**src/rtl/draw_bag.sv**
```systemverilog
// Overlays a WIDTHxHEIGHT sprite from a synchronous image ROM onto the VGA stream.
// The sprite position is captured once per frame at the rising edge of vertical blanking.
module draw_bag #(
    parameter int          WIDTH       = 48,
    parameter int          HEIGHT      = 48,
    parameter logic [11:0] TRANSPARENT = 12'hF0F,
    parameter logic [11:0] OFFSCREEN   = 12'hFFF
) (
    input  logic        clk,
    input  logic        rst,
    input  logic [10:0] hcount_in,
    input  logic [10:0] vcount_in,
    input  logic        hsync_in,
    input  logic        vsync_in,
    input  logic        hblnk_in,
    input  logic        vblnk_in,
    input  logic [11:0] rgb_in,
    input  logic [11:0] xpos,
    input  logic [11:0] ypos,
    input  logic [11:0] rgb_pixel,
    output logic [11:0] pixel_addr,
    output logic [10:0] hcount_out,
    output logic [10:0] vcount_out,
    output logic        hsync_out,
    output logic        vsync_out,
    output logic        hblnk_out,
    output logic        vblnk_out,
    output logic [11:0] rgb_out
);

    logic        vblnk_d;
    logic [11:0] x_lat;
    logic [11:0] y_lat;

    logic [12:0] h_ext, v_ext, x_ext, y_ext;
    logic        in_win;
    logic [5:0]  col, row;

    logic [10:0] hcount_1, vcount_1;
    logic        hsync_1, vsync_1, hblnk_1, vblnk_1;
    logic [11:0] rgb_1;
    logic        in_win_1;

    // Position only moves on the blanking edge so a frame never tears.
    always_ff @(posedge clk or posedge rst) begin
        if (rst) begin
            vblnk_d <= 1'b0;
            x_lat   <= OFFSCREEN;
            y_lat   <= OFFSCREEN;
        end else begin
            vblnk_d <= vblnk_in;
            if (vblnk_in && !vblnk_d) begin
                x_lat <= xpos;
                y_lat <= ypos;
            end
        end
    end

    // 13-bit compare keeps x_lat+WIDTH from wrapping back to column 0.
    always_comb begin
        h_ext  = {2'b00, hcount_in};
        v_ext  = {2'b00, vcount_in};
        x_ext  = {1'b0, x_lat};
        y_ext  = {1'b0, y_lat};
        in_win = !hblnk_in && !vblnk_in &&
                 (h_ext >= x_ext) && (h_ext < x_ext + 13'(WIDTH)) &&
                 (v_ext >= y_ext) && (v_ext < y_ext + 13'(HEIGHT));
        col    = hcount_in[5:0] - x_lat[5:0];
        row    = vcount_in[5:0] - y_lat[5:0];
    end

    always_ff @(posedge clk or posedge rst) begin
        if (rst) begin
            hcount_1   <= '0;
            vcount_1   <= '0;
            hsync_1    <= 1'b0;
            vsync_1    <= 1'b0;
            hblnk_1    <= 1'b0;
            vblnk_1    <= 1'b0;
            rgb_1      <= '0;
            in_win_1   <= 1'b0;
            pixel_addr <= '0;
        end else begin
            hcount_1   <= hcount_in;
            vcount_1   <= vcount_in;
            hsync_1    <= hsync_in;
            vsync_1    <= vsync_in;
            hblnk_1    <= hblnk_in;
            vblnk_1    <= vblnk_in;
            rgb_1      <= rgb_in;
            in_win_1   <= in_win;
            pixel_addr <= {row, col};
        end
    end

    // ROM data for the stage-1 address is valid here.
    always_ff @(posedge clk or posedge rst) begin
        if (rst) begin
            hcount_out <= '0;
            vcount_out <= '0;
            hsync_out  <= 1'b0;
            vsync_out  <= 1'b0;
            hblnk_out  <= 1'b0;
            vblnk_out  <= 1'b0;
            rgb_out    <= '0;
        end else begin
            hcount_out <= hcount_1;
            vcount_out <= vcount_1;
            hsync_out  <= hsync_1;
            vsync_out  <= vsync_1;
            hblnk_out  <= hblnk_1;
            vblnk_out  <= vblnk_1;
            rgb_out    <= (in_win_1 && rgb_pixel != TRANSPARENT) ? rgb_pixel : rgb_1;
        end
    end

endmodule

```
**config.mk**
```make
export PLATFORM = sky130hd
export DESIGN_NAME = draw_bag
export DESIGN_NICKNAME = d
export VERILOG_FILES = /design/src/rtl/draw_bag.sv
export SDC_FILE = /design/constraint.sdc
export NUM_CORES = 1
export LEC_CHECK = 0
export ABC_AREA = 1
export CELL_PAD_IN_SITES_DETAIL_PLACEMENT = 0
export CELL_PAD_IN_SITES_GLOBAL_PLACEMENT = 1
export CORE_ASPECT_RATIO = 0.8
export CORE_UTILIZATION = 35
export DETAILED_ROUTE_END_ITERATION = 10
export PLACE_DENSITY = 0.74
export SLEW_MARGIN = 40
export SYNTH_ARGS = -nofsm -noshare
export SYNTH_HDL_FRONTEND = slang
export SYNTH_SLANG_ARGS = --single-unit
```
**constraint.sdc**
```tcl
create_clock -name clk -period 7.38 [get_ports clk]
set_clock_uncertainty 0.05 [all_clocks]
set_input_delay 1.107 -clock clk [delete_from_list [all_inputs] [get_ports clk]]
set_output_delay 1.107 -clock clk [all_outputs]
set_load 0.03 [all_outputs]
```
==> results of run 1 <==
through the flow:
| stage | hold WS (ns) | setup WS (ns) | util |
|---|---|---|---|
| floorplan | 0.281 | 3.28 | - |
| global placement | 0.282 | 4.29 | 0.477 |
| detailed placement | 0.285 | 4.21 | 0.478 |
| CTS | 0.295 | 4.62 | 0.521 |
| global route | 0.301 | 4.46 | 0.522 |
| finish | 0.294 | 4.63 | 0.522 |
sequential cells by signal (all words and copies together), names as in the netlist, 11 cells and up:
| signal | count |
|---|---|
| pixel_addr | 12 |
| vcount_out | 11 |
| rgb_out | 12 |
| hcount_out | 11 |
| hcount_1 | 11 |
| y_lat | 12 |
| vcount_1 | 11 |
| rgb_1 | 12 |
| x_lat | 12 |
power by group:
| part | total [mW] | switching, mW | internal, mW | leakage, nW |
|---|---|---|---|---|
| registers | 0.719 | 0.0264 | 0.693 | 1.29 |
| logic | 0.391 | 0.221 | 0.170 | 1.70 |
| clock network | 0.791 | 0.266 | 0.526 | 0.286 |
layout make-up:
type                       instances  area (µm²)
clock inverter                     6        80.1
clock buffer                      24         492
multi-input combinational        263        1650
tap                              175         219
sequential                       113        2860
fill                            1170        6270
inverter                          67         254
timing repair buffer             128        1280
per-layer routing:
layer	share of wire	up-vias	global-route usage	wire (µm)
met4	0.0051	0	0.0476	53
met3	0.076	7	0.0690	789
met5	0	-	0	0
met2	0.44	100	0.236	4630
li1	-	1709	-	-
met1	0.47	1635	0.207	4940
worst reg2reg max path, cell delays in order (launching register included):
cell and delay (ns):
dfstp_2 0.55, inv_1 0.08, ha_1 0.24, inv_1 0.07, nand4_1 0.15, o21ai_0 0.20
o21ai_0 0.13, ha_1 0.31, a21oi_1 0.16, nand3b_1 0.15, nand4_1 0.12, nor2_1 0.11
kinds of logic after synthesis:
family                     share of synthesized area
xor gates and xnor gates                      0.0292
DFF                                            0.595
and+or+nand+nor                                0.123
buffers and inverters                         0.0607
adders and majority gates                      0.107
AOI/OAI and AO/OA                             0.0800
muxes                                        0.00469
placed cells by master, fill, tap and decap left out, types with 14 or more instances in the layout:
cell type,synthesis,layout
xor2_1,14,14
clkdlybuf4s50_1,0,125
inv_1,66,65
dfrtp_1,89,89
dfstp_2,24,24
clkbuf_16,0,17
ha_1,38,38
nand2_1,72,72
a21oi_1,40,40
nor2_1,48,48
final timing paths:
check / slack, ns / to / depth (start not counted) / from
max in group asynchronous: 5.23 / x_lat[8]$_DFFE_PP1P_ / 3 / rst
hold / removal: 0.29 / vcount_out[10]$_DFF_PP0_ / 0 / vcount_1[10]$_DFF_PP0_
hold reg to reg: 0.29 / vcount_out[10]$_DFF_PP0_ / 0 / vcount_1[10]$_DFF_PP0_
min in group asynchronous: 1.09 / vcount_out[7]$_DFF_PP0_ / 2 / rst
setup reg to reg: 5.01 / in_win_1$_DFF_PP0_ / 11 / x_lat[4]$_DFFE_PP1P_
setup / recovery: 4.63 / in_win_1$_DFF_PP0_ / 12 / hcount_in[0]
==> results.py, run 1 <==
metrics = {
    "clocking": {
        "cts_num_sinks": 113,
        "cts_root_buffer": "clkbuf_16",
        "clock_path_buffers": 2,
        "cts_setup_buffers": 0,
        "insertion_delay_ns": 0.40,
        "holdBufCountCts": 0,
        "cts.clk_slew.worst_paths_ns": 0.05,
        "htreeDepth": 4,
        "tritoncts": "built",
        "cts_resized": 0,
        "cts_buffers": 17,
    },
    "synthesis": {
        "yosysMostFrequentCell": "dfrtp_1",
        "synth_area_um2": 4800,
        "synth_flop_cell": "dfrtp_1",
        "synth_edf_count": 0,
        "yosys-top-cells-area": "dfrtp_1 (46%), dfstp_2 (13%), ha_1 (9.9%)",
        "synth_warnings": 0,
        "syn_nets": 565,
        "async_reset_ff_frac": 1.00,
        "yosys.area.top_type": "dfrtp_1",
        "yosysSeqAreaShare": 0.595,
        "synthCells": 449,
        "synth.distinct_cells": 29,
        "synth_top_area_frac": 0.464,
        "yosys-top-cells-count": "dfrtp_1 (89), nand2_1 (72), inv_1 (66), nor2_1 (48), a21oi_1 (40)",
        "ys_ff_latch": 113,
        "syn_area_per_cell_um2": 10.7,
    },
    "critical_path": {
        "cp-start-kind": "input pin",
        "cp_num_buf_inv": 2,
        "crit_arrival_ns": 3.03,
        "cp_slowest_cell": "clkdlybuf4s50_1",
        "endpoint_kind": "flip-flop",
        "critical_path_class": "input pin to flip-flop",
        "crit_top_cell": "nor2_1",
        "crit_required_ns": 7.66,
        "cp_cell_sequence": "clkdlybuf4s50_1 -> inv_1 -> ha_1 -> fa_1 -> nand3b_1 -> nand2_1 -> nor2_1 -> nor2_1 -> nor2_1 -> nor2_1 -> nand4_1 -> nor2_1",
        "path_max_fanout": 3,
        "critPathTopFamily": "simple AND/OR/NAND/NOR gates",
        "max_stage_delay_ns": 0.49,
    },
    "placed_design": {
        "placed_area_um2": 6260,
        "dp_cells": 746,
        "gp_congestion": 0.803,
        "io_buffers": 125,
        "dp_hpwl_um": 7660,
    },
    "timing": {
        "hold_violations": 0,
        "drv_slew": 0,
        "setup_viol": 0,
        "maxSlewHeadroom": 0.593,
        "min_period_over_period": 0.372,
        "period_minus_slack_ns": 2.75,
        "worstMarginPinSlew_ns": 0.610,
        "fmax_mhz": 364,
        "grt_setup_unrepaired": "false",
        "setup-tns-final_ns": 0,
    },
    "global_routing": {
        "grt_usage": 0.158,
        "grt_pass1_wl_um": 17000,
        "grt_pass1_vias": 3579,
        "grt_max_degree": 64,
        "antenna_found_initial": 0,
        "grt-ovfl-total": 0,
    },
    "routing": {
        "drc": 0,
        "num_vias": 3451,
        "ant_nets": 0,
        "drtPass1Iterations": 6,
        "wl_per_cell_um": 13.4,
        "wirelength_um": 10400,
        "vias_per_cell": 4.45,
        "drtIter0Drc": 129,
    },
    "power": {
        "p_total_mw": 1.90,
        "p_per_area_nw_per_um2": 278,
        "peakVddDrop_uv": 167,
        "p_leak_nw": 3.27,
    },
    "worst_hold_path": {
        "hp-class": "flip-flop to flip-flop",
    },
    "floorplan": {
        "chipWidth_um": 133,
        "initial_utilization": 0.367,
        "dieArea_um2": 14200,
        "floorplan.rows": 37,
        "coreArea_um2": 13100,
        "ios": 126,
        "die_height_um": 107,
    },
    "final_layout": {
        "layout-drive-gt1-share": 0.120,
        "finish.instance_area_um2": 6830,
        "final_nets": 706,
        "antennaDiodeCount": 0,
        "fin_cells": 776,
        "area_delta_synth_final_pct": 42.3,
    },
    "run": {
        "maxCapViolations": 0,
    },
    "status": {
        "status": "finished clean",
    },
}
No activity file was read; power rests on OpenSTA's default activity.
==> run 2, diff against run 1 <==
==> constraint.sdc (replaced) <==
create_clock -name clk -period 2.8 [get_ports clk]
set_clock_uncertainty 0.05 [all_clocks]
set_input_delay 0.42 -clock clk [delete_from_list [all_inputs] [get_ports clk]]
set_output_delay 0.42 -clock clk [all_outputs]
set_load 0.03 [all_outputs]
==> run 2 against run 1 <==
Net effect: die area did not move; routed wire length grew 1.2%; clock-buffer cell count fell by 3; combinational power rose to 2.7 times the previous value; final cell count grew 0.26%; largest cell class unchanged; largest power group unchanged; highest routed layer unchanged.
==> results.py, run 2 (synthesis results as in run 1) <==
metrics = {
    "floorplan": {
        "floorplan.rows": 37,
        "dieArea_um2": 14200,
        "chipWidth_um": 133,
        "die_height_um": 107,
        "initial_utilization": 0.367,
        "coreArea_um2": 13100,
        "ios": 126,
    },
    "power": {
        "intPower_mw": 3.67,
        "p_per_area_nw_per_um2": 734,
        "peakVddDrop_uv": 399,
        "p_leak_nw": 3.29,
        "p_comb_frac": 0.205,
        "clkPwrFrac": 0.420,
        "seq_power_share": 0.375,
        "p_switching_mw": 1.39,
        "p_sw_frac": 0.275,
    },
    "clocking": {
        "holdBufCountCts": 0,
        "cts_resized": 0,
        "tritoncts": "built",
        "htreeDepth": 4,
        "cts_buffers": 17,
        "cts_root_buffer": "clkbuf_16",
        "cts_num_sinks": 113,
        "clock_path_buffers": 2,
        "insertion_delay_ns": 0.41,
        "cts.clk_slew.worst_paths_ns": 0.06,
        "cts_setup_buffers": 0,
    },
    "routing": {
        "ant_nets": 0,
        "wl_per_cell_um": 13.5,
        "drc": 0,
        "drtPass1Iterations": 4,
        "vias_per_cell": 4.46,
        "wirelength_um": 10500,
        "drtIter0Drc": 118,
        "num_vias": 3469,
    },
    "timing": {
        "min_period_over_period": 0.841,
        "setup-tns-final_ns": 0,
        "fmax_mhz": 424,
        "worstMarginPinSlew_ns": 0.620,
        "drv_slew": 0,
        "setup_viol": 0,
        "period_minus_slack_ns": 2.36,
        "grt_setup_unrepaired": "false",
        "hold_violations": 0,
        "maxSlewHeadroom": 0.586,
    },
    "final_layout": {
        "regArea_um2": 2860,
        "fin_cells": 778,
        "area_delta_synth_final_pct": 43.3,
        "layout.cells.most_common": "clkdlybuf4s50_1",
        "layout-drive-gt1-share": 0.128,
        "final_cell_mix": "clkdlybuf4s50_1 (125), dfrtp_1 (89), nand2_1 (72)",
        "antennaDiodeCount": 0,
        "final_nets": 707,
        "multi_input_area_um2": 1650,
        "fillCellCount": 1157,
    },
    "critical_path": {
        "endpoint_kind": "flip-flop",
        "max_stage_delay_ns": 0.52,
        "cp_num_buf_inv": 1,
        "r2r_start": "y_lat[4]$_DFFE_PP1P_",
        "crit_top_cell": "nand2_1",
        "path_max_fanout": 4,
        "crit_required_ns": 3.04,
        "crit_arrival_ns": 2.60,
        "rr_worst_depth": 12,
        "cp_cell_sequence": "inv_1 -> ha_1 -> nor3_2 -> xor2_1 -> ha_1 -> nand2_1 -> nor2_1 -> nor3_1 -> nand2_1 -> nand2_1 -> a21oi_1 -> nor2_1",
        "critPathTopFamily": "simple AND/OR/NAND/NOR gates",
        "cp-start-kind": "flip-flop",
        "r2r_setup_slack_ns": 0.44,
        "rr_endpoint": "in_win_1$_DFF_PP0_",
        "crit_start": "y_lat[4]$_DFFE_PP1P_",
        "critical_path_class": "flip-flop to flip-flop",
        "cp_slowest_cell": "dfstp_2",
    },
    "worst_hold_path": {
        "min-delay-start": "hcount_1[10]$_DFF_PP0_",
        "hp-class": "flip-flop to flip-flop",
        "hold_end": "hcount_out[10]$_DFF_PP0_",
        "holdPathStages": 0,
    },
    "global_routing": {
        "grt_pass1_wl_um": 17400,
        "grt_max_degree": 114,
        "antenna_found_initial": 0,
        "grt_pass1_vias": 3523,
        "grt_usage": 0.164,
        "grt-ovfl-total": 0,
    },
    "placed_design": {
        "dp_cells": 747,
        "io_buffers": 125,
        "dp_hpwl_um": 7550,
        "gp_congestion": 0.789,
    },
    "status": {
        "status": "finished clean",
    },
    "run": {
        "maxCapViolations": 0,
    },
}
==> run 2: layer usage <==
| metal | routed length [µm] | track usage | vias up |
|---|---|---|---|
| li1 | - | - | 1713 |
| met1 | 4990 | 0.214 | 1649 |
| met2 | 4750 | 0.245 | 90 |
| met3 | 642 | 0.0563 | 17 |
| met4 | 164 | 0.0739 | 0 |
| met5 | 0 | 0 | - |
==> run 2: final cells by class <==
| type | count | share of cell area |
|---|---|---|
| clock inverter | 10 | 0.0158 |
| tap | 175 | 0.0318 |
| timing repair buffer | 129 | 0.190 |
| clock buffer | 21 | 0.0698 |
| sequential | 113 | 0.415 |
| inverter | 67 | 0.0371 |
| multi-input combinational | 263 | 0.240 |
==> run 2: through the flow <==
step / util / power (mW) / setup WS [ns] / cell area (µm²) / hold slack [ns]
floorplan: - / 2.53 / 0.783 / 4810 / 0.281
global placement: 0.480 / 2.95 / 0.396 / 6290 / 0.282
detailed placement: 0.480 / 2.96 / 0.359 / 6290 / 0.285
CTS: 0.525 / 5.12 / 0.472 / 6880 / 0.297
global route: 0.525 / 5.31 / 0.212 / 6880 / 0.299
finish: 0.525 / 5.05 / 0.444 / 6880 / 0.294
==> run 2: power by group through the flow <==
stage               clock [mW]  combinational, mW  sequential, mW
global route              2.25               1.15            1.91
detailed placement           0               1.04            1.92
global placement             0               1.03            1.92
CTS                       2.17               1.05            1.90
floorplan                    0              0.447            2.08
finish                    2.12               1.04            1.89
==> run 2: worst max-delay path by stage <==
stage / to / slack, ns / cells past startpoint
2_1_floorplan: in_win_1$_DFF_PP0_ / 0.78 / 12
5_1_grt: in_win_1$_DFF_PP0_ / 0.21 / 11
3_3_place_gp: in_win_1$_DFF_PP0_ / 0.40 / 12
6_report: in_win_1$_DFF_PP0_ / 0.44 / 12
4_1_cts: in_win_1$_DFF_PP0_ / 0.47 / 11
3_5_place_dp: in_win_1$_DFF_PP0_ / 0.36 / 12
